<file path="src/rtl/load_store_unit.sv">
// Load/store unit: turns one CPU load/store into one or two word-aligned,
// byte-enabled req/ack bus beats, with sign/zero extension of load results.
module load_store_unit #(
  parameter int ADDRESS_WIDTH = 32,
  parameter int DATA_WIDTH    = 32
) (
  input  logic                     clk,
  input  logic                     rst_n,
  input  logic                     req_valid,
  input  logic                     req_wr,
  input  logic [ADDRESS_WIDTH-1:0] req_addr,
  input  logic [DATA_WIDTH-1:0]    req_wdata,
  input  logic [2:0]               req_funct3,
  output logic                     busy,
  output logic                     resp_valid,
  output logic [DATA_WIDTH-1:0]    resp_rdata,
  output logic                     mem_req,
  output logic                     mem_we,
  output logic [ADDRESS_WIDTH-1:0] mem_addr,
  output logic [DATA_WIDTH-1:0]    mem_wdata,
  output logic [3:0]               mem_be,
  input  logic                     mem_ack,
  input  logic [DATA_WIDTH-1:0]    mem_rdata
);

  typedef enum logic [1:0] {IDLE, BEAT0, BEAT1, DONE} state_t;

  state_t      state;
  logic [1:0]  off;
  logic [2:0]  f3;
  logic        split;
  logic [3:0]  be_hi;
  logic [31:0] beat0_data;

  logic [7:0]  req_mask;
  logic        req_split;

  function automatic logic [2:0] size_bytes(input logic [2:0] f);
    case (f[1:0])
      2'b00:   return 3'd1;
      2'b01:   return 3'd2;
      default: return 3'd4;
    endcase
  endfunction

  function automatic logic [7:0] lane_mask(input logic [2:0] f, input logic [1:0] o);
    logic [7:0] m;
    case (f[1:0])
      2'b00:   m = 8'h01;
      2'b01:   m = 8'h03;
      default: m = 8'h0f;
    endcase
    return m << o;
  endfunction

  function automatic logic [31:0] rotl_bytes(input logic [31:0] w, input logic [1:0] o);
    return 32'(({w, w} << {o, 3'b000}) >> 32);
  endfunction

  function automatic logic [31:0] load_extend(input logic [63:0] data, input logic [1:0] o,
                                              input logic [2:0] f);
    logic [31:0] s;
    s = 32'(data >> {o, 3'b000});
    case (f)
      3'b000:  return {{24{s[7]}}, s[7:0]};
      3'b001:  return {{16{s[15]}}, s[15:0]};
      3'b100:  return {24'd0, s[7:0]};
      3'b101:  return {16'd0, s[15:0]};
      default: return s;
    endcase
  endfunction

  // The upper nibble of the shifted mask is the lane set for the second beat.
  assign req_mask  = lane_mask(req_funct3, req_addr[1:0]);
  assign req_split = ({1'b0, req_addr[1:0]} + size_bytes(req_funct3)) > 3'd4;
  assign busy      = (state != IDLE);

  always_ff @(posedge clk) begin
    if (!rst_n) begin
      state      <= IDLE;
      mem_req    <= 1'b0;
      mem_we     <= 1'b0;
      mem_be     <= 4'b0000;
      mem_addr   <= '0;
      mem_wdata  <= '0;
      resp_valid <= 1'b0;
      resp_rdata <= '0;
    end else begin
      case (state)
        IDLE: begin
          if (req_valid) begin
            off       <= req_addr[1:0];
            f3        <= req_funct3;
            split     <= req_split;
            be_hi     <= req_mask[7:4];
            mem_req   <= 1'b1;
            mem_we    <= req_wr;
            mem_addr  <= {req_addr[ADDRESS_WIDTH-1:2], 2'b00};
            mem_wdata <= rotl_bytes(req_wdata, req_addr[1:0]);
            mem_be    <= req_mask[3:0];
            state     <= BEAT0;
          end
        end
        BEAT0: begin
          if (mem_ack) begin
            if (split) begin
              beat0_data <= mem_rdata;
              mem_addr   <= mem_addr + ADDRESS_WIDTH'(4);
              mem_be     <= be_hi;
              state      <= BEAT1;
            end else begin
              mem_req    <= 1'b0;
              resp_valid <= 1'b1;
              if (!mem_we) resp_rdata <= load_extend({32'd0, mem_rdata}, off, f3);
              state      <= DONE;
            end
          end
        end
        BEAT1: begin
          if (mem_ack) begin
            mem_req    <= 1'b0;
            resp_valid <= 1'b1;
            if (!mem_we) resp_rdata <= load_extend({mem_rdata, beat0_data}, off, f3);
            state      <= DONE;
          end
        end
        default: begin
          resp_valid <= 1'b0;
          state      <= IDLE;
        end
      endcase
    end
  end

endmodule
</file>
<file path="config.mk">
export PLATFORM = sky130hd
export DESIGN_NAME = load_store_unit
export DESIGN_NICKNAME = d
export VERILOG_FILES = /design/src/rtl/load_store_unit.sv
export SDC_FILE = /design/constraint.sdc
export NUM_CORES = 1
export LEC_CHECK = 0
export ABC_AREA = 1
export BUFFER_PORTS_ARGS = -buffer_cell sky130_fd_sc_hd__buf_2
export CAP_MARGIN = 10
export CORE_UTILIZATION = 59
export DETAILED_ROUTE_END_ITERATION = 7
export PLACE_DENSITY = 0.88
export RECOVER_POWER = 25
export SETUP_SLACK_MARGIN = 0.02
export SLEW_MARGIN = 25
export SYNTH_ARGS = -nofsm -noshare
export SYNTH_HDL_FRONTEND = slang
export SYNTH_SLANG_ARGS = --single-unit
</file>
<file path="constraint.sdc">
create_clock -name clk -period 12.2 [get_ports clk]
set_input_delay 3.66 -clock clk [delete_from_list [all_inputs] [get_ports clk]]
set_output_delay 3.66 -clock clk [all_outputs]
set_load 0.01 [all_outputs]
</file>
==> results of run 1 <==
-- through the flow --
step / total power [mW] / std cells / hold slack [ns] / instance area (um^2) / worst slack [ns]
after floorplan: 1.44 / 1359 / 0.490 / 9080 / 5.39
after global placement: 1.67 / 1668 / 0.464 / 9930 / 5.78
after global routing: 2.33 / 1700 / 0.491 / 10400 / 4.30
after CTS: 2.18 / 1700 / 0.478 / 10500 / 6.25
final: 2.19 / 1700 / 0.482 / 10400 / 4.68
after detailed placement: 1.70 / 1668 / 0.468 / 9930 / 5.81
-- routing by layer --
| metal | routed length [um] | up-vias | track usage |
|---|---|---|---|
| met1 | 10700 | 4409 | 0.430 |
| met5 | 0 | - | 0 |
| li1 | - | 4760 | - |
| met3 | 2720 | 64 | 0.0794 |
| met4 | 642 | 0 | 0.127 |
| met2 | 11700 | 573 | 0.504 |
-- cell usage in the layout, fill, tap and decap left out, drive strengths merged --
cell    count
clkbuf     90
nand3     173
dfxtp     103
ha          7
inv       116
o31ai       2
o21a        2
a21oi      81
xor2        1
a21boi      1
or2        10
a311oi      1
a211oi      3
and2        3
nor2      128
buf       147
o22ai       3
nand4       5
nand3b      1
mux2i       1
o21ai     118
nor3        9
edfxtp     41
fa          1
conb        2
o211ai     49
nand2     403
clkinv     13
a31oi       1
xnor2       1
-- cell families (layout without fill, tap and decap cells) --
kind of cell | Yosys count | after routing
AOI/OAI and AO/OA | 261 | 261
xor gates and xnor gates | 2 | 2
adders and majority gates | 8 | 8
buffers and inverters | 209 | 366
DFF | 144 | 144
muxes | 1 | 1
other | 1 | 2
and+or+nand+nor | 732 | 732
-- sequential cells by signal, indices dropped and copies added (netlist names) --
register,flops
f3,3
off,2
resp_valid,1
resp_rdata,32
mem_wdata,32
mem_addr,30
be_hi,3
beat0_data,32
split,1
mem_be,4
mem_we,1
state,2
mem_req,1
-- worst max-delay path: stages --
cell	delay (ns)
buf_2	0.07
clkbuf_1	2.33
clkinv_1	0.44
buf_4	0.43
nor3_2	0.20
buf_4	0.43
-- worst max path at each step --
| stage | endpoint | slack [ns] | cells after the start |
|---|---|---|---|
| 6_report | beat0_data[18] | 4.68 | 6 |
| 5_1_grt | beat0_data[10] | 4.30 | 6 |
| 4_1_cts | split | 6.25 | 5 |
| 3_5_place_dp | split | 5.81 | 5 |
| 3_3_place_gp | split | 5.78 | 5 |
| 2_1_floorplan | beat0_data[0] | 5.39 | 3 |
-- layout make-up --
type / count / area share
Sequential cell: 144 / 0.317
Multi-Input combinational cell: 1006 / 0.468
Tap cell: 184 / 0.0222
Clock buffer: 25 / 0.0487
Inverter: 122 / 0.0449
Timing Repair Buffer: 212 / 0.0958
Clock inverter: 7 / 0.00337
-- report_power, final --
group | internal (mW) | leakage [nW] | switching [mW] | total (mW)
Sequential | 0.633 | 1.22 | 0.118 | 0.751
Combinational | 0.324 | 3.09 | 0.627 | 0.951
Clock | 0.284 | 0.276 | 0.200 | 0.484
==> qor.csv, run 1 <==
metric,value,unit
outcome,"complete, but fails checks",
failing checks,"max-capacitance violations, max-slew violations",
Clock Sinks,144,
routed vias,9806,
post-cts sizing count,0,
Fin Setup TNS,0,ns
n_diodes,0,
Final Hold Viols,0,
simple-gate area share of the yosys netlist,0.350,
max-cap violations,2,
total gr overflow,0,
RR Endpoint,resp_rdata[30],
P_leak,4.59,nW
peak supply drop,0.140,mV
largest net degree at the start of global routing,80,
Rel. slew slack,-1.21,
period utilization,0.617,
fill cell count,1301,
Yosys reg bits,144,
most frequent cell after synthesis,nand2_1,
r2r startpoint,off[1],
FP Rows,44,
vias in the first global route,8541,
starting density of the core,0.615,
GP Congestion,0.899,
top-area cell type share of the netlist area,0.227,
Synth Instances,1358,
first-pass GRT wire length,41300,um
Longest Clk Path Bufs,2,
Starting DRT DRC Count,1196,
number of synthesis warnings,0,
H-tree level count,4,
chip width,126,um
Pwr per Cell Area,211,nW/um^2
CTS tree,built,
Area growth syn-to-layout,14.4,%
Critical Path RT,12.28,ns
Adder-Cell Fraction of Synth Area,0.0119,
total global-route track usage,0.323,
Hold Path Sink,resp_valid,
min-delay src,resp_valid,
critical path class,in -> reg,
Die ar.,15900,um^2
cell count of the worst reg-to-reg path,10,
area of the multi-input gates,4860,um^2
via-per-instance ratio,5.77,
ys async rst share,0,
Layout Nets,1615,
Post-synth top cells,"400 x nand2_1, 156 x nand3_1, 123 x nor2_1",
worst reg-to-reg setup slack,8.07,ns
clock-pin slew on the worst setup and hold paths,0.06,ns
Critical path origin,rst_n,
"Top FF cell, synth",dfxtp_1,
core area,14800,um^2
"Seq/Total Area, Yosys",0.363,
min cycle time layout,7.52,ns
Tightest Pin Transition,3.31,ns
Syn Area/Cell,6.68,um^2
Yosys top cell by area,dfxtp_1,
DRC Markers,0,
final max-slew violation count,112,
Syn Std Cell Area,9080,um^2
initial antenna violation count,0,
Final Skew,0.0115,ns
Peak Freq,133,MHz
clock root buffer,clkbuf_16,
worst-path fanout max,71,
DRT Pass-1 Iters,6,
Startpoint Class,input port,
Post-synth EDFFs,41,
worst hold path depth,2,
mux cell area share after synthesis,0.00110,
register area,3290,um^2
Detailed Place HPWL,17200,um
layout cells sized above 1,0.158,
setup violators final,0,
unrepaired setup endpoints after global routing,false,
CP arrival,7.60,ns
TritonCTS Buffers,17,
Routed wire per std cell,15.2,um
Clock Latency Late Sink,0.44,ns
# IOs,208,
Synth area leaders,"dfxtp_1 23%, nand2_1 17%, edfxtp_1 14%",
hold_buf cts,0,
Compound-Gate Fraction of Synth Area,0.169,
Antenna Nets Post-Route,0,
xor and xnor area share after synthesis,0.00193,
Post-CTS Setup Bufs,0,
chip height,126,um
nature of the critical path endpoint,flop,
final wirelength,25800,um
Hold Path Class,reg -> reg,
Netlist cell types,48,
post-layout util,0.704,
largest family of logic cells by synthesized area,simple AND/OR/NAND/NOR gates,
IO Port Bufs,205,
No activity file was read; power rests on OpenSTA's default activity.
==> run 2, diff against run 1 <==
Settings changed: CORE_UTILIZATION 59 to 55, PLACE_DENSITY 0.88 to 0.83.
Clock period 12.2 ns to 7.2 ns, I/O delays scaled along.
==> run 2 against run 1 <==
The flow still finishes with violations (max-capacitance violations, max-slew violations). Sequential share of layout area decreased by 0.24 points. Register-to-register slack lost 4.6 ns. Cell area rose by 0.77%. Count of clock-buffer cells in the layout shrank 7. Core utilization decreased by 5.0 points. Power is 71% higher. Combinational power is 68% higher.
==> qor.csv, run 2 (synthesized netlist as in run 1, its figures left out) <==
metric,value,unit,change
outcome,"complete, but fails checks",,unchanged
failing checks,"max-capacitance violations, max-slew violations",,unchanged
Clock Power Share,0.235,,was 0.221
initial antenna violation count,0,,unchanged
Detailed Place HPWL,17400,um,was 17200 um
period utilization,0.758,,
P_leak,4.61,nW,was 4.59 nW
Peak Freq,183,MHz,
cell count of the worst reg-to-reg path,8,,was 10
via-per-instance ratio,5.54,,was 5.77
final wirelength,25600,um,was 25800 um
Finished Layout Cells,1733,,was 1700
largest net degree at the start of global routing,80,,unchanged
first-pass GRT wire length,40500,um,was 41300 um
min-delay src,resp_valid,,unchanged
clock root buffer,clkbuf_16,,unchanged
pre-CTS WS,2.32,ns,was 5.81 ns
most frequent cells in the layout,"400 x nand2_1, 156 x nand3_1, 141 x buf_2",,unchanged
r2r startpoint,state[1],,was off[1]
max-cap violations,1,,was 2
met3 WL post-DR,2470,um,was 2720 um
metal2 WL,11500,um,was 11700 um
Clock Latency Late Sink,0.44,ns,about the same
Hold Path Sink,resp_valid,,unchanged
unrepaired setup endpoints after global routing,false,,unchanged
Antenna Nets Post-Route,0,,unchanged
worst-path fanout max,39,,was 71
Hold Path Class,reg -> reg,,unchanged
worst reg-to-reg setup slack,3.48,ns,was 8.07 ns
Flop pwr share,0.338,,was 0.344
Starting DRT DRC Count,948,,was 1196
"commonest non-fill, non-tap cell in the layout",nand2_1,,unchanged
Post-CTS Setup Bufs,0,,unchanged
dpl cells,1700,,was 1668
chip height,130,um,was 126 um
CP arrival,5.64,ns,was 7.60 ns
worst setup margin,1.74,ns,was 4.68 ns
starting density of the core,0.567,,was 0.615
uppermost layer routed,met4,,unchanged
DRT Pass-1 Iters,8,,was 6
DRC Markers,0,,unchanged
min cycle time layout,5.46,ns,
total global-route track usage,0.303,,was 0.323
total gr overflow,0,,unchanged
core area,16000,um^2,was 14800 um^2
H-tree level count,4,,unchanged
vias in the first global route,8272,,was 8541
critical path class,in -> reg,,unchanged
Startpoint Class,input port,,unchanged
Critical Path RT,7.38,ns,was 12.28 ns
final max-slew violation count,40,,was 112
met1 WL,11100,um,was 10700 um
Rel. slew slack,-0.0665,,was -1.21
CTS tree,built,,unchanged
placed cell area,9970,um^2,was 9930 um^2
Pwr per Cell Area,358,nW/um^2,was 211 nW/um^2
peak supply drop,0.214,mV,was 0.140 mV
Area growth syn-to-layout,15.3,%,was 14.4%
Longest Clk Path Bufs,2,,unchanged
Fin Setup TNS,0,ns,unchanged
RR Endpoint,mem_be[1],,was resp_rdata[30]
GP Congestion,0.936,,was 0.899
FP Rows,46,,was 44
clock-pin slew on the worst setup and hold paths,0.06,ns,about the same
cell area after layout,10500,um^2,was 10400 um^2
TritonCTS Buffers,17,,unchanged
routed vias,9602,,was 9806
nature of the critical path endpoint,flop,,unchanged
power share of the combinational group,0.427,,was 0.435
Tightest Pin Transition,1.60,ns,was 3.31 ns
layout cells sized above 1,0.160,,was 0.158
Sw Ratio,0.430,,was 0.432
Final Hold Viols,0,,unchanged
P_sw,1.61,mW,was 0.945 mW
biggest regs,"beat0_data: 32 flops, mem_wdata: 32 flops, resp_rdata: 32 flops",,unchanged
IO Port Bufs,205,,unchanged
Clock Sinks,144,,unchanged
Layout Nets,1615,,unchanged
chip width,130,um,was 126 um
# IOs,208,,unchanged
Die ar.,17000,um^2,was 15900 um^2
internal power,2.14,mW,was 1.24 mW
post-cts sizing count,0,,unchanged
hold_buf cts,0,,unchanged
Routed wire per std cell,14.7,um,was 15.2 um
worst hold path depth,2,,unchanged
Final Skew,0.0113,ns,was 0.0115 ns
setup violators final,0,,unchanged
-- run 2: power by group through the flow --
stage               sequential, mW  clock [mW]  combinational (mW)
floorplan                     1.34           0                1.10
global placement              1.27           0                1.57
detailed placement            1.27           0                1.60
CTS                           1.26       0.889                1.61
global route                  1.30       0.923                1.81
finish                        1.27       0.881                1.60
-- run 2: through the flow --
stage / utilization / power [mW] / hold WS [ns]
5_1_grt: 0.654 / 4.02 / 0.492
2_1_floorplan: - / 2.43 / 0.490
3_3_place_gp: 0.623 / 2.85 / 0.464
6_report: 0.654 / 3.75 / 0.477
4_1_cts: 0.659 / 3.76 / 0.476
3_5_place_dp: 0.623 / 2.88 / 0.467
-- run 2: how the worst max path moves through the flow --
| stage | start | to |
|---|---|---|
| 3_5_place_dp | req_addr[1] | split |
| 3_3_place_gp | req_addr[1] | split |
| 5_1_grt | req_addr[1] | split |
| 2_1_floorplan | rst_n | beat0_data[0] |
| 4_1_cts | req_addr[1] | split |
| 6_report | req_addr[1] | split |
-- run 2: critical path: stages --
cell and delay [ns]:
clkbuf_1 1.13, clkinv_1 1.34, fa_1 0.78, xor2_1 0.15, a21oi_1 0.06
-- run 2: layout make-up --
cell class | instances | area [um^2]
diodes | 1 | 2.50
clock buffers | 18 | 439
clock inverters | 14 | 138
fillers | 1534 | 5530
inverters | 122 | 468
multi-input cells | 1006 | 4860
flip-flops and latches | 144 | 3290
well taps | 216 | 270
repair buffers | 212 | 995
-- run 2: metal layers --
layer,track usage,vias to the layer above
li1,-,4757
met4,0.107,0
met1,0.404,4318
met2,0.479,479
met5,0,-
met3,0.0749,48
